**config.mk**
```make
export PLATFORM = sky130hd
export DESIGN_NAME = seven_seg_scanner
export DESIGN_NICKNAME = d
export VERILOG_FILES = /design/src/rtl/seven_seg_scanner.sv
export SDC_FILE = /design/constraint.sdc
export NUM_CORES = 1
export LEC_CHECK = 0
export ABC_AREA = 0
export BUFFER_PORTS_ARGS = -buffer_cell sky130_fd_sc_hd__buf_4
export CAP_MARGIN = 20
export CORE_UTILIZATION = 35
export CTS_CLUSTER_SIZE = 12
export DETAILED_ROUTE_END_ITERATION = 8
export SLEW_MARGIN = 25
export SYNTH_ARGS = -nofsm -noshare
export SYNTH_HDL_FRONTEND = slang
export SYNTH_SLANG_ARGS = --single-unit
```
**constraint.sdc**
```tcl
create_clock -name clk -period 4.6 [get_ports clk]
set_clock_uncertainty 0.15 [all_clocks]
set_input_delay 0.69 -clock clk [delete_from_list [all_inputs] [get_ports clk]]
set_output_delay 0.69 -clock clk [all_outputs]
set_load 0.01 [all_outputs]
```
**src/rtl/seven_seg_scanner.sv**
```systemverilog
// Four-digit multiplexed seven-segment driver: per-frame snapshot of the
// segment bytes, dead time at each slot start, per-digit blink and blanking.
module seven_seg_scanner #(
   parameter int SCAN_DIV  = 100000,
   parameter int DEAD_CYC  = 1000,
   parameter int BLINK_DIV = 64
) (
   input  logic        clk,
   input  logic        rst,
   input  logic [31:0] board7SD,
   input  logic        blank,
   input  logic [3:0]  blinkMask,
   output logic [3:0]  an,
   output logic [7:0]  seg,
   output logic        frameStart
);

   localparam int CW = (SCAN_DIV > 1) ? $clog2(SCAN_DIV) : 1;
   localparam int FW = (BLINK_DIV > 1) ? $clog2(BLINK_DIV) : 1;
   localparam logic [CW-1:0] CNT_LAST = CW'(SCAN_DIV - 1);
   localparam logic [CW-1:0] DEAD_LIM = CW'(DEAD_CYC);
   localparam logic [FW-1:0] FRM_LAST = FW'(BLINK_DIV - 1);

   logic [CW-1:0] cnt;
   logic [1:0]    dig;
   logic [FW-1:0] frm;
   logic          ph;
   logic [31:0]   snap;
   logic [3:0]    anNext;
   logic [7:0]    segNext;
   logic [7:0]    curByte;

   assign curByte = snap[{dig, 3'b000} +: 8];

   // Anode drive is at most one-hot low by construction: a single shifted bit or all-off.
   always_comb begin
      segNext = ~curByte;
      anNext  = ~(4'b0001 << dig);
      if ((cnt < DEAD_LIM) || (ph && blinkMask[dig])) anNext = '1;
      if (blank) begin
         anNext  = '1;
         segNext = '1;
      end
   end

   always_ff @(posedge clk or posedge rst) begin
      if (rst) begin
         cnt        <= '0;
         dig        <= '0;
         frm        <= '0;
         ph         <= 1'b0;
         snap       <= '0;
         an         <= '1;
         seg        <= '1;
         frameStart <= 1'b0;
      end else begin
         frameStart <= 1'b0;
         an         <= anNext;
         seg        <= segNext;
         if (cnt == CNT_LAST) begin
            cnt <= '0;
            dig <= dig + 2'd1;
            if (dig == 2'd3) begin
               snap       <= board7SD;
               frameStart <= 1'b1;
               if (frm == FRM_LAST) begin
                  frm <= '0;
                  ph  <= ~ph;
               end else begin
                  frm <= frm + 1'b1;
               end
            end
         end else begin
            cnt <= cnt + 1'b1;
         end
      end
   end

endmodule

```
After elaboration in Yosys (flattened, before gate mapping)
Index checks and enable logic that the tools add are counted.

Reductions and logical operators: 4. Bitwise gates (word level): 3. Mux-type cells: 9. Shift-type cells: 2. $lt $le $gt $ge: 2. Equal/unequal tests: 3. $add $sub $neg: 3.

Operator list (count): $shiftx A32 B6 Y8 (1); $add A17 B1 Y17 const B (1); $eq A17 B17 Y1 const B (1); $lt A17 B10 Y1 const B (1); $mux W17 (1); $mux W4 (2); $mux W8 (1); $not A8 Y8 (1); $add A6 B1 Y6 const B (1); $eq A6 B6 Y1 const B (1); $mux W6 (1); $not A4 Y4 (1); $shl A1 B2 Y4 const A (1); $lt A2 B3 Y1 const B (1); $mux W1 (3); $reduce_and A3 Y1 (1); $add A2 B1 Y2 const B (1); $bmux W1 S2 (1); $eq A2 B2 Y1 const B (1); $reduce_and A2 Y1 (1); $logic_and A1 B1 Y1 (1); $logic_or A1 B1 Y1 (1); $not A1 Y1 (1).

Register bits: 71. Logic and storage cells: 34. Output and inout port bits: 13. Input bits: 39.

Depth between registers and ports, before layout
Word-level depth: 6. Gate-level depth with buffers: 9.

Least setup slack after synthesis
OpenSTA, ideal clock, no wires.

Kind: register to register. Start point: register cnt[0]. End point: register snap[0]. Arrival time: 1.911 ns. Buffers on the path: 4. Slack: 2.414 ns. Stages on the path, launching flop included: 10. Setup time: 0.125 ns. Cells stage by stage: dfrtp_1 -> ha_1 -> and4_1 -> buf_6 -> and4_4 -> buf_6 -> and2_4 -> buf_6 -> buf_8 -> mux2_4.

Cells in the longest elaborated chain, start to end: 2.

Ends and longest elaborated chain: start, declared (line 24) `logic [CW-1:0] cnt;`; start signal, assigned (line 74) `cnt <= cnt + 1'b1;`; $eq A17 B17 Y1 (line 60) `if (cnt == CNT_LAST) begin`; $reduce_and A2 Y1 (no line); end signal, assigned (line 64) `snap <= board7SD;`; end, declared (line 28) `logic [31:0] snap;`.

No other way between the ends. A chain may end at the register's enable or synchronous reset.

Final worst setup path
Start point: register cnt[0]. End point: register snap[28].

Same word-level chain as after synthesis.

==> impl_results.md <==
- Result of the run: completed
- Crit path required time: between 4 and 5 ns
- TritonCTS clock tree: built
- Worst-case hold path end point: ph
- Initial antenna violation count: 0
- Highest achievable clock rate: roughly 0.38 GHz
- Worst IR Drop VDD: 0.136 mV
- Share of the clock period used by the worst path: 57.6%
- Layout Nets: 329
- Count of instances resized after the clock tree is built: 0
- Instance area at placement: 3720 µm²
- CTS Sinks: between 70 and 80
- Die Height: 99.3 µm
- Global-route usage over all layers: between 10 and 15%
- Number of buffers added for setup after CTS: 0
- Count of endpoints failing hold in the final timing report: 0
- Root buffer selected by CTS: sky130_fd_sc_hd__clkbuf_8
- Crit Path Max Fanout: 36
- Final setup violating endpoints: 0
- Non-Filler Instances: 400
- Met3 WL post-DR: 212 µm
- Routed length on met1: 2970 µm
- Weighted congestion at the end of routability-driven global placement: between 0.7 and 0.8
- Total inserted antenna cells: 0
- Number of standard cells after synthesis: between 200 and 250
- Clock latency on the worst-skew pair: 0.35 ns
- CORE AREA: 9200 µm²
- First-pass iteration count of the detailed router: 4
- Design area: between 3000 and 4000 µm²
- Remaining antenna violation count: 0
- Layout Utilization: between 40% and 50%
- Crit path launch: cnt[0]
- Final Critical Period: 2.65 ns
- Count of yosys warnings during synthesis: 0
- H-tree levels: 3
- Origin of the worst min-delay path: ph
- Endpoint type of the worst setup path: register
- Syn Area/Cell: around 14 µm²
- Count of input and output buffers: 51
- CP peak stage delay: 0.59 ns
- Number of remaining DRC errors: 0
- Worst R2R Setup Slack: 1.95 ns
- Total of max-cap violations: 0
- Crit path launch type: register
- Total Die Area: 9860 µm²
- Clock buffer count from CTS: 9
- Die Width: 99.3 µm
- Cell at the slowest stage of the critical path: sky130_fd_sc_hd__and2_4
- Fill cells: around 870
- Global-route wire length before repair: 10200 µm
- Flop and latch count out of synthesis: 71
- Via count of the first global-routing pass: 1997
- Iteration-0 DRC Markers: 106
- Final routed wirelength across all metal layers: 5970 µm
- Setup TNS: 0 ns
- Placed cell count: 384
- WS Path Type: reg -> reg
- Launch point of the worst reg-to-reg path: cnt[0]
- Number of distinct library cells after synthesis: 39
- Mapped cell area: 3310 µm²
- Maximum number of pins on one net before global-route repair: 51
- DPL Wire Length: 4060 µm
- Pwr/cell area: 298 nW/µm²
- Worst-case headroom to the max-slew limit: 43.9%
- Endpoint of the lowest-slack register-to-register path: snap[28]
- CTS hold repair buffers: 0
- Final-report max-slew violation count: 0
- Post-synthesis sequential area ratio: a little over half
- Total grt overflow: 0
- Cells on Worst Hold Path: 1
- Starting utilization of the core area: 36.0%
- Top routing layer in use: met4
- Length in cells of the worst reg-to-reg path: 5
- Layout cells sized above 1: 42.6%
- Routed vias/inst: between 4 and 5
- Mean routed wirelength per cell: 14.9 µm
- Data arrival time at the worst-slack endpoint: 2.74 ns
- Max clock buf depth: 2
- Clock transition at the register clock pins on the worst setup and hold paths after CTS: 0.08 ns
- RSZ-0062 raised after global routing: false
- Sum of met2 wire segment lengths after detailed routing: 2710 µm
- Hold/Removal Path Class: reg -> reg
- Number of rows created at floorplan: 35
- Synth-to-Final Area Change: 18.1%
- Leakage power: 1.75 nW
- Top-Level Pins: 52
- Post-Syn Nets: 279
- Slew @ Worst Pin: between 0.8 and 0.9 ns
- Via count: 1950
- CP Cell Sequence: ha_1 -> and4_1 -> and4_4 -> and2_4 -> mux2_2
## cells in the mapped netlist, drive strengths merged
master,n,share of area (%)
mux2,34,15
a31oi,1,0.19
o211ai,1,0.23
buf,10,3.5
nand2,12,1.4
dfstp,12,9.5
and4b,1,0.30
nand3,10,1.5
nand2b,9,1.7
dfrtp,59,45
o21ai,2,0.30
a21oi,2,0.30
a221oi,1,0.26
and2,3,0.64
nor4,2,0.57
nor2b,1,0.19
nand4,9,1.7
mux2i,1,0.30
mux4,9,6.1
xor2,7,1.9
inv,4,0.45
nor3,2,0.30
nor4bb,1,0.30
a41oi,2,0.53
and4,4,1.1
xnor2,10,2.6
nor2,13,1.5
clkbuf,3,0.34
nor4b,2,0.53
nand3b,1,0.23
ha,6,2.3
## through the flow
stage | total power, W | hold WS, ns | setup WS [ns]
floorplan | 0.000647 | 0.296 | 1.98
global placement | 0.000680 | 0.318 | 1.97
finish | 0.00116 | 0.324 | 1.95
detailed placement | 0.000680 | 0.318 | 1.94
global route | 0.00122 | 0.363 | 1.80
CTS | 0.00118 | 0.330 | 1.94
## critical path, delay by kind of cell (launching register included)
family                     cells  cell delay, ns
DFF                            1            0.39
muxes                          1            0.40
and+or+nand+nor                3            1.34
adders and majority gates      1            0.24
## area by class of cell
cell class,count,area [µm²],area share (%)
repair buffers,52,390,9.97
well taps,111,139,3.55
multi-input cells,146,1380,35.3
flip-flops and latches,71,1790,45.8
clock inverters,7,72.6,1.85
inverters,4,16.3,0.416
clock buffers,9,124,3.16
## registers in the layout, summed over array words and instances, names as in the netlist
| register | cells |
|---|---|
| an | 4 |
| cnt | 17 |
| dig | 2 |
| frameStart | 1 |
| frm | 6 |
| ph | 1 |
| seg | 8 |
| snap | 32 |
## cell usage in the layout, fill, tap and decap left out, types with 2 or more instances in the layout
master / n
sky130_fd_sc_hd__nor3_1: 2
sky130_fd_sc_hd__nand3_1: 10
sky130_fd_sc_hd__mux2_2: 2
sky130_fd_sc_hd__buf_4: 52
sky130_fd_sc_hd__nor4b_1: 2
sky130_fd_sc_hd__a41oi_1: 2
sky130_fd_sc_hd__nor2_1: 13
sky130_fd_sc_hd__clkinvlp_4: 2
sky130_fd_sc_hd__mux2_4: 28
sky130_fd_sc_hd__xnor2_1: 10
sky130_fd_sc_hd__clkbuf_8: 9
sky130_fd_sc_hd__nand2_1: 12
sky130_fd_sc_hd__nand2b_1: 9
sky130_fd_sc_hd__clkinv_2: 3
sky130_fd_sc_hd__mux2_1: 4
sky130_fd_sc_hd__o21ai_0: 2
sky130_fd_sc_hd__a21oi_1: 2
sky130_fd_sc_hd__and4_1: 3
sky130_fd_sc_hd__nand4_1: 9
sky130_fd_sc_hd__xor2_1: 7
sky130_fd_sc_hd__dfrtp_1: 59
sky130_fd_sc_hd__inv_1: 3
sky130_fd_sc_hd__dfstp_2: 12
sky130_fd_sc_hd__ha_1: 6
sky130_fd_sc_hd__mux4_2: 9
sky130_fd_sc_hd__and2_1: 2
## cell families after synthesis
group | synth area share (%)
buf+inv | 4.27
mux | 21.1
flops | 54.1
simple gates | 11.9
fa+ha+maj | 2.27
compound gates | 1.81
xor+xnor | 4.49
## worst max path at each step
stage | endpoint | slack, ns | depth (start not counted)
2_1_floorplan | cnt[0] | 1.98 | 1
3_3_place_gp | snap[29] | 1.97 | 3
3_5_place_dp | snap[28] | 1.94 | 5
4_1_cts | snap[28] | 1.94 | 5
5_1_grt | snap[28] | 1.80 | 5
6_report | snap[28] | 1.95 | 5
## power by group
group           total, W  internal [W]  leakage (nW)  switching, W
logic          0.0000420     0.0000229         0.719     0.0000191
clock network   0.000498      0.000251        0.0956      0.000247
registers       0.000624      0.000624         0.936             0
total            0.00116      0.000898          1.75      0.000266
## layer usage
layer | global-route usage, % | vias up
li1 | - | 930
met1 | 20.0 | 968
met2 | 18.9 | 44
met3 | 3.44 | 8
met4 | 5.77 | 0
met5 | 0 | -
No activity file was read; power rests on OpenSTA's default activity.
